[config.mk]
export PLATFORM = sky130hd
export DESIGN_NAME = bus_arbiter_mux
export DESIGN_NICKNAME = d
export VERILOG_FILES = /design/src/rtl/bus_arbiter_mux.sv
export SDC_FILE = /design/constraint.sdc
export NUM_CORES = 1
export LEC_CHECK = 0
export BUFFER_PORTS_ARGS = -buffer_cell sky130_fd_sc_hd__clkbuf_2
export CAP_MARGIN = 20
export CORE_AREA = 5 5 127 129
export DETAILED_ROUTE_END_ITERATION = 10
export DIE_AREA = 0 0 132 134
export PLACE_DENSITY = 0.55
export SYNTH_ARGS = -nofsm -noshare
export SYNTH_HDL_FRONTEND = slang
export SYNTH_SLANG_ARGS = --single-unit
[constraint.sdc]
create_clock -name clk -period 2.7 [get_ports clk]
set_clock_uncertainty 0.15 [all_clocks]
set_input_delay 0.54 -clock clk [delete_from_list [all_inputs] [get_ports clk]]
set_output_delay 0.54 -clock clk [all_outputs]
set_load 0.1 [all_outputs]
[src/rtl/bus_arbiter_mux.sv]
// N-master bus arbiter with registered grant, hold-until-release, direct hand-over and slave-side mux.
// Define BUS_ARB_ROUND_ROBIN_EN for round-robin selection; otherwise fixed priority (master 0 highest).
module bus_arbiter_mux #(
    parameter int unsigned NUM_MASTERS = 4,
    parameter int unsigned ADDR_W      = 30,
    parameter int unsigned DATA_W      = 32,
    parameter int unsigned OWNER_W     = 2
) (
    input  logic                          clk,
    input  logic                          reset,
    input  logic [NUM_MASTERS-1:0]        m_req_,
    input  logic [NUM_MASTERS*ADDR_W-1:0] m_addr,
    input  logic [NUM_MASTERS-1:0]        m_asel_,
    input  logic [NUM_MASTERS-1:0]        m_rw,
    input  logic [NUM_MASTERS*DATA_W-1:0] m_wr_data,
    output logic [NUM_MASTERS-1:0]        m_grnt_,
    output logic [ADDR_W-1:0]             s_addr,
    output logic                          s_asel_,
    output logic                          s_rw,
    output logic [DATA_W-1:0]             s_wr_data,
    output logic                          bus_busy,
    output logic [OWNER_W-1:0]            owner_id
);

    typedef enum logic {IDLE, GRANT} state_t;

    state_t                   state, state_n;
    logic [NUM_MASTERS-1:0]   grant_r, grant_n;
    logic [OWNER_W-1:0]       owner_r, owner_n;
    logic [NUM_MASTERS-1:0]   req, cand, scan, win_oh;
    logic                     found, owner_held;
    logic [OWNER_W-1:0]       off, win_id, win_next;
    logic [OWNER_W:0]         sum, inc;
`ifdef BUS_ARB_ROUND_ROBIN_EN
    logic [OWNER_W-1:0]       ptr_r, ptr_n;
`endif

    // The released owner is masked out so it cannot win the hand-over it just gave up.
    always_comb begin
        req  = ~m_req_;
        cand = req & ~grant_r;
`ifdef BUS_ARB_ROUND_ROBIN_EN
        scan = NUM_MASTERS'({cand, cand} >> ptr_r);
`else
        scan = cand;
`endif
        found = 1'b0;
        off   = '0;
        for (int unsigned k = 0; k < NUM_MASTERS; k++) begin
            if (!found && scan[k]) begin
                found = 1'b1;
                off   = OWNER_W'(k);
            end
        end
`ifdef BUS_ARB_ROUND_ROBIN_EN
        sum = {1'b0, ptr_r} + {1'b0, off};
`else
        sum = {1'b0, off};
`endif
        if (sum >= (OWNER_W+1)'(NUM_MASTERS))
            sum = sum - (OWNER_W+1)'(NUM_MASTERS);
        win_id = sum[OWNER_W-1:0];
        win_oh = NUM_MASTERS'(1) << win_id;
        inc    = {1'b0, win_id} + 1'b1;
        if (inc == (OWNER_W+1)'(NUM_MASTERS))
            inc = '0;
        win_next   = inc[OWNER_W-1:0];
        owner_held = |(req & grant_r);
    end

    always_comb begin
        state_n = state;
        grant_n = grant_r;
        owner_n = owner_r;
`ifdef BUS_ARB_ROUND_ROBIN_EN
        ptr_n   = ptr_r;
`endif
        case (state)
            IDLE: begin
                if (found) begin
                    state_n = GRANT;
                    grant_n = win_oh;
                    owner_n = win_id;
`ifdef BUS_ARB_ROUND_ROBIN_EN
                    ptr_n   = win_next;
`endif
                end
            end
            GRANT: begin
                if (!owner_held) begin
                    if (found) begin
                        grant_n = win_oh;
                        owner_n = win_id;
`ifdef BUS_ARB_ROUND_ROBIN_EN
                        ptr_n   = win_next;
`endif
                    end else begin
                        state_n = IDLE;
                        grant_n = '0;
                    end
                end
            end
            default: begin
                state_n = IDLE;
                grant_n = '0;
            end
        endcase
    end

    always_ff @(posedge clk or posedge reset) begin
        if (reset) begin
            state   <= IDLE;
            grant_r <= '0;
            owner_r <= '0;
`ifdef BUS_ARB_ROUND_ROBIN_EN
            ptr_r   <= '0;
`endif
        end else begin
            state   <= state_n;
            grant_r <= grant_n;
            owner_r <= owner_n;
`ifdef BUS_ARB_ROUND_ROBIN_EN
            ptr_r   <= ptr_n;
`endif
        end
    end

    always_comb begin
        s_addr    = '0;
        s_asel_   = 1'b1;
        s_rw      = 1'b1;
        s_wr_data = '0;
        if (state == GRANT) begin
            for (int unsigned i = 0; i < NUM_MASTERS; i++) begin
                if (owner_r == OWNER_W'(i)) begin
                    s_addr    = m_addr[i*ADDR_W +: ADDR_W];
                    s_asel_   = m_asel_[i];
                    s_rw      = m_rw[i];
                    s_wr_data = m_wr_data[i*DATA_W +: DATA_W];
                end
            end
        end
    end

    assign m_grnt_  = ~grant_r;
    assign bus_busy = (state == GRANT);
    assign owner_id = owner_r;

endmodule

==> results_dict.tcl, run 1 <==
set metrics [dict create \
    outcome "complete, no violations" \
    postCtsHoldBufs 0 \
    drtPass1Iterations 4 \
    multi_input_area_um2 2167 \
    start_kind "flip-flop" \
    die_area_um2 17690 \
    wirelength_um 13180 \
    cp.arrival_ns 1.93 \
    finalHoldViolations 0 \
    cts_tree "built" \
    grt_overflow 0 \
    antenna_found_initial 2 \
    syn_area_per_cell_um2 12.33 \
    grt_pass1_vias 3408 \
    timing.rr.start "grant_r[3]" \
    initial_core_util 0.1629 \
    ios 333 \
    rr_worst_depth 4 \
    core_um2 14920 \
    ctsRootBufferMaster "clkbuf_16" \
    slew_violations 0 \
    path_clk_slew_ns 0.04 \
    crit_type "reg -> out" \
    setup_tns_ns 0 \
    post-route-min-period_ns 2.617 \
    syn_area_um2 2430 \
    ff_latch_area_um2 181.4 \
    max_cap_viol_count 0 \
    ys_top_cells_by_count "mux4_2, and2_1, buf_2" \
    grt_pass1_wl_um 19580 \
    r2r_end "grant_r[3]" \
    dpl.hpwl_um 11610 \
    synthCells 197 \
    hold_class "in -> async" \
    cts_resized 0 \
    drt_first_iter_violations 105 \
    critPathCapture "s_wr_data[2]" \
    die_w_um 132 \
    htreeDepth 1 \
    area_growth_pct 124.6 \
    critPathRequiredTime_ns 2.01 \
    final_nets 779 \
    wl_per_cell_um 18.72 \
    synthTopCellsByArea "mux4_2, and2_1, dfrtp_1" \
    rsz0062_at_grt "false" \
    r2r_setup_slack_ns 0.83 \
    vias 3175 \
    num_rows 45 \
    cts_sinks 7 \
    fin_util 0.3658 \
    grt_max_degree 66 \
    ys_seq_area_frac 0.07209 \
    setup_viol 0 \
    crit_start "owner_id[0]" \
    num-fill-cells 1479 \
    synth.top_cell.area_share 0.5932 \
    relSlewSlack 0.5933 \
    diodes 0 \
    worst-path-max-fanout 29 \
    syn_nets 459 \
    endpoint_kind "primary output" \
    async_reset_ff_frac 1.000 \
    drtAntennaViolNets 0 \
    post_drt_via_cell_ratio 4.510 \
    synth_cell_types 28 \
    yosysTopAreaCell "mux4_2" \
    fmax_mhz 382.1 \
    grtUsageTotal 0.1374 \
    drc 0 \
    synthFlopType "dfrtp_1" \
    synth-edff-count 0 \
    drive_gt1_frac 0.9128 \
    clk_path_buf_depth 2 \
    clkLatencyLatePin_ns 0.23 \
    gp_congestion 0.8172 \
    cts_setup_buffers 0 \
    yosys_warnings 0 \
    period_share 0.9692 \
    worst_pin_slew_ns 0.6080 \
    io_buffers 332 \
    post-synth-top-count-cell "mux4_2" \
    ys_ff_latch 7 \
    cts_buffers 3 \
    die_h_um 134 \
]
per-layer routing:
layer | global-route usage | part of all wire | routed length, um
met2 | 0.2437 | 0.53 | 6933
met4 | 0.02857 | 0.016 | 205
met1 | 0.1587 | 0.35 | 4577
met3 | 0.05101 | 0.11 | 1435
met5 | 0 | 0.0019 | 25
kinds of logic after synthesis:
kind of cell           share of synthesized area
multiplexers                              0.5932
flip-flops                               0.07209
AND/OR/NAND/NOR                           0.2029
AO/OA/AOI/OAI                            0.06386
buffers and inverters                    0.06797
critical path, stage by stage (launching register included):
cell     delay, ns
dfrtp_4       0.48
buf_16        0.24
mux4_2        0.55
and2_2        0.23
buf_12        0.16
state kept, by name, indices dropped and copies added (netlist names):
register  flops
grant_r       4
owner_id      2
bus_busy      1
stage by stage:
stage	hold slack (ns)	std cells	instance area (um2)	setup slack, ns
after floorplan	0.1933	197	2512	0.002667
after global placement	0.3229	699	5338	0.2933
after detailed placement	0.3363	699	5338	0.2818
after CTS	0.08952	703	5416	0.03392
after global routing	0.1200	704	5458	0.004601
final	0.07771	704	5458	0.08304
final cells by class:
class | count | area share
Tap cell | 188 | 0.04310
Sequential cell | 7 | 0.03324
Clock buffer | 4 | 0.01444
Timing Repair Buffer | 337 | 0.5080
Multi-Input combinational cell | 162 | 0.3971
Inverter | 6 | 0.004127
cell usage in the layout, fill, tap and decap left out:
cell,Yosys,final
and2_4,0,1
o22ai_1,2,2
nor2_1,4,4
clkbuf_2,0,266
nor2b_4,2,2
clkbuf_1,6,1
buf_12,0,68
buf_16,0,2
nor2b_1,2,2
o41ai_4,1,1
nor3_1,2,2
and2_2,0,58
nand3_1,1,1
o211ai_1,1,1
dfrtp_1,7,4
a32o_1,2,2
nand2b_2,0,1
nand2_1,1,1
a31oi_1,1,1
o31ai_1,1,1
o22a_1,1,1
nand2b_1,3,2
or3_1,2,2
inv_1,6,6
o41ai_1,1,1
and2_1,62,3
o21ai_0,1,1
dfrtp_4,0,1
o31ai_2,1,1
o32ai_1,1,1
dfrtp_2,0,2
a21oi_1,6,6
mux4_2,64,64
clkbuf_16,0,4
worst min-delay path by stage:
stage | start | end | slack, ns | cells after the start
6_report | reset | grant_r[2] | 0.08 | 2
5_1_grt | reset | grant_r[2] | 0.12 | 2
4_1_cts | reset | grant_r[2] | 0.09 | 2
3_5_place_dp | reset | grant_r[0] | 0.34 | 2
3_3_place_gp | reset | grant_r[0] | 0.32 | 2
2_1_floorplan | reset | grant_r[0] | 0.19 | 1
Power of run 1 is left out: the tool's default activity adds up to more than one toggle a clock period on the data nets, which glitch-free logic cannot reach.
==> inputs of run 2 (changes only) <==
- CORE_AREA: 5 5 127 129 -> 3 3 129 131
- PLACE_DENSITY: 0.55 -> 0.53
==> run 2 against run 1 <==
  * Via count grew 2.0%
  * Design area grew 0.30%
  * Worst hold slack lost 0.0027 ns
  * Critical path depth is the same
  * First-iteration DRC count shrank 1.9%
  * Sequential share of layout area is essentially flat
  * Final cell count grew 4.0%
  * Setup slack lost 0.0077 ns
  * Wire length shrank 5.4%
  * Non-clock buffer count is the same
  * Die area is the same
==> results_dict.tcl, run 2 (same netlist as run 1, synthesis figures left out) <==
set metrics [dict create \
    outcome "complete, no violations" \
    grt_overflow 0 \
    io_buffers 332 \
    endpoint_kind "primary output" \
    relSlewSlack 0.5859 \
    regMostFlops "grant_r" \
    num-fill-cells 1562 \
    drt_first_iter_violations 103 \
    finalHoldViolations 0 \
    htreeDepth 1 \
    hold_class "in -> async" \
    drc 0 \
    path_buf_inv 2 \
    die_h_um 134 \
    multi_input_area_um2 2166 \
    die_area_um2 17690 \
    postCtsHoldBufs 0 \
    critPathRequiredTime_ns 2.01 \
    setup_tns_ns 0 \
    die_w_um 132 \
    period_share 0.9721 \
    layout_commonest_cell "clkbuf_2" \
    gp_congestion 0.8576 \
    area_growth_pct 125.3 \
    worst_pin_slew_ns 0.6191 \
    dpl.hpwl_um 10900 \
    ios 333 \
    worst-path-max-fanout 35 \
    path_clk_slew_ns 0.04 \
    post_drt_via_cell_ratio 4.426 \
    rsz0062_at_grt "false" \
    cts_resized 0 \
    drtPass1Iterations 4 \
    rr_worst_depth 4 \
    initial_core_util 0.1546 \
    cts_setup_buffers 0 \
    largest_reg_flops 4 \
    clk_path_buf_depth 2 \
    crit_top_cell "buf_12" \
    num_rows 46 \
    layout_common_cells "clkbuf_2, buf_12, mux4_2, and2_2" \
    core_um2 15710 \
    ctsRootBufferMaster "clkbuf_16" \
    vias 3240 \
    antenna_found_initial 0 \
    grt_pass1_wl_um 18970 \
    wirelength_um 12460 \
    clkLatencyLatePin_ns 0.23 \
    grt_max_degree 71 \
    slew_violations 0 \
    slowest_stage "mux4_2" \
    wl_per_cell_um 17.02 \
    start_kind "flip-flop" \
    cpPeakStageDelay_ns 0.56 \
    cts_buffers 3 \
    grt_pass1_vias 3500 \
    cp_cell_sequence "buf_12 > mux4_2 > and2_2 > buf_12" \
    setup_viol 0 \
    max_cap_viol_count 0 \
    drive_gt1_frac 0.9128 \
    drtAntennaViolNets 0 \
    cts_sinks 7 \
    crit_type "reg -> out" \
    post-route-min-period_ns 2.625 \
    cpLargestDelayFamily "multiplexers" \
    cp_num_cells 4 \
    ff_latch_area_um2 181.4 \
    fmax_mhz 381.0 \
    final_nets 779 \
    grtUsageTotal 0.1322 \
    diodes 0 \
    cp.arrival_ns 1.93 \
    cts_tree "built" \
]
run 2: cell count changes in the layout (fill, tap and decap cells not counted), sizes merged:
cell / delta
clkbuf: -2
buf: +2
run 2: through the flow:
| step | hold WS [ns] | instances | utilization | worst slack (ns) | instance area [um2] |
|---|---|---|---|---|---|
| 6_report | 0.07500 | 732 | 0.3484 | 0.07539 | 5474 |
| 5_1_grt | 0.1013 | 732 | 0.3484 | 0.007651 | 5474 |
| 4_1_cts | 0.08652 | 732 | 0.3484 | 0.06371 | 5474 |
| 3_5_place_dp | 0.3293 | 728 | 0.3434 | 0.3118 | 5395 |
| 3_3_place_gp | 0.3239 | 728 | 0.3434 | 0.3330 | 5395 |
| 2_1_floorplan | 0.1933 | 197 | - | 0.002667 | 2512 |
run 2: final timing paths:
path	startpoint	end	slack, ns
max in group asynchronous	reset	owner_id[0]	2.07
min in group clk	grant_r[0]	grant_r[0]	0.43
worst max register to register	grant_r[2]	grant_r[3]	0.78
worst max-delay path	owner_id[0]	s_wr_data[21]	0.08
worst min register to register	grant_r[0]	grant_r[0]	0.43
worst min-delay path	reset	grant_r[0]	0.07
run 2: worst register-to-register path, stage by stage, from the launching register on:
cell     delay (ns)
dfrtp_1        0.45
nor2b_4        0.18
o41ai_4        0.62
o31ai_1        0.16
a32o_1         0.24
run 2: layer usage:
metal	vias up	global-route usage	share of wire	wire length (um)
met4	0	0.01109	0.0076	95
met5	-	0	0	0
met2	208	0.2357	0.51	6313
met3	10	0.04314	0.10	1258
li1	1438	-	-	-
met1	1584	0.1625	0.38	4794
run 2: area by class of cell:
type | instances | area share
Multi-Input combinational cell | 162 | 0.3957
Inverter | 6 | 0.004114
Clock buffer | 4 | 0.01440
Tap cell | 216 | 0.04937
Timing Repair Buffer | 337 | 0.5033
Sequential cell | 7 | 0.03314
Power of run 2 is left out for the same reason.
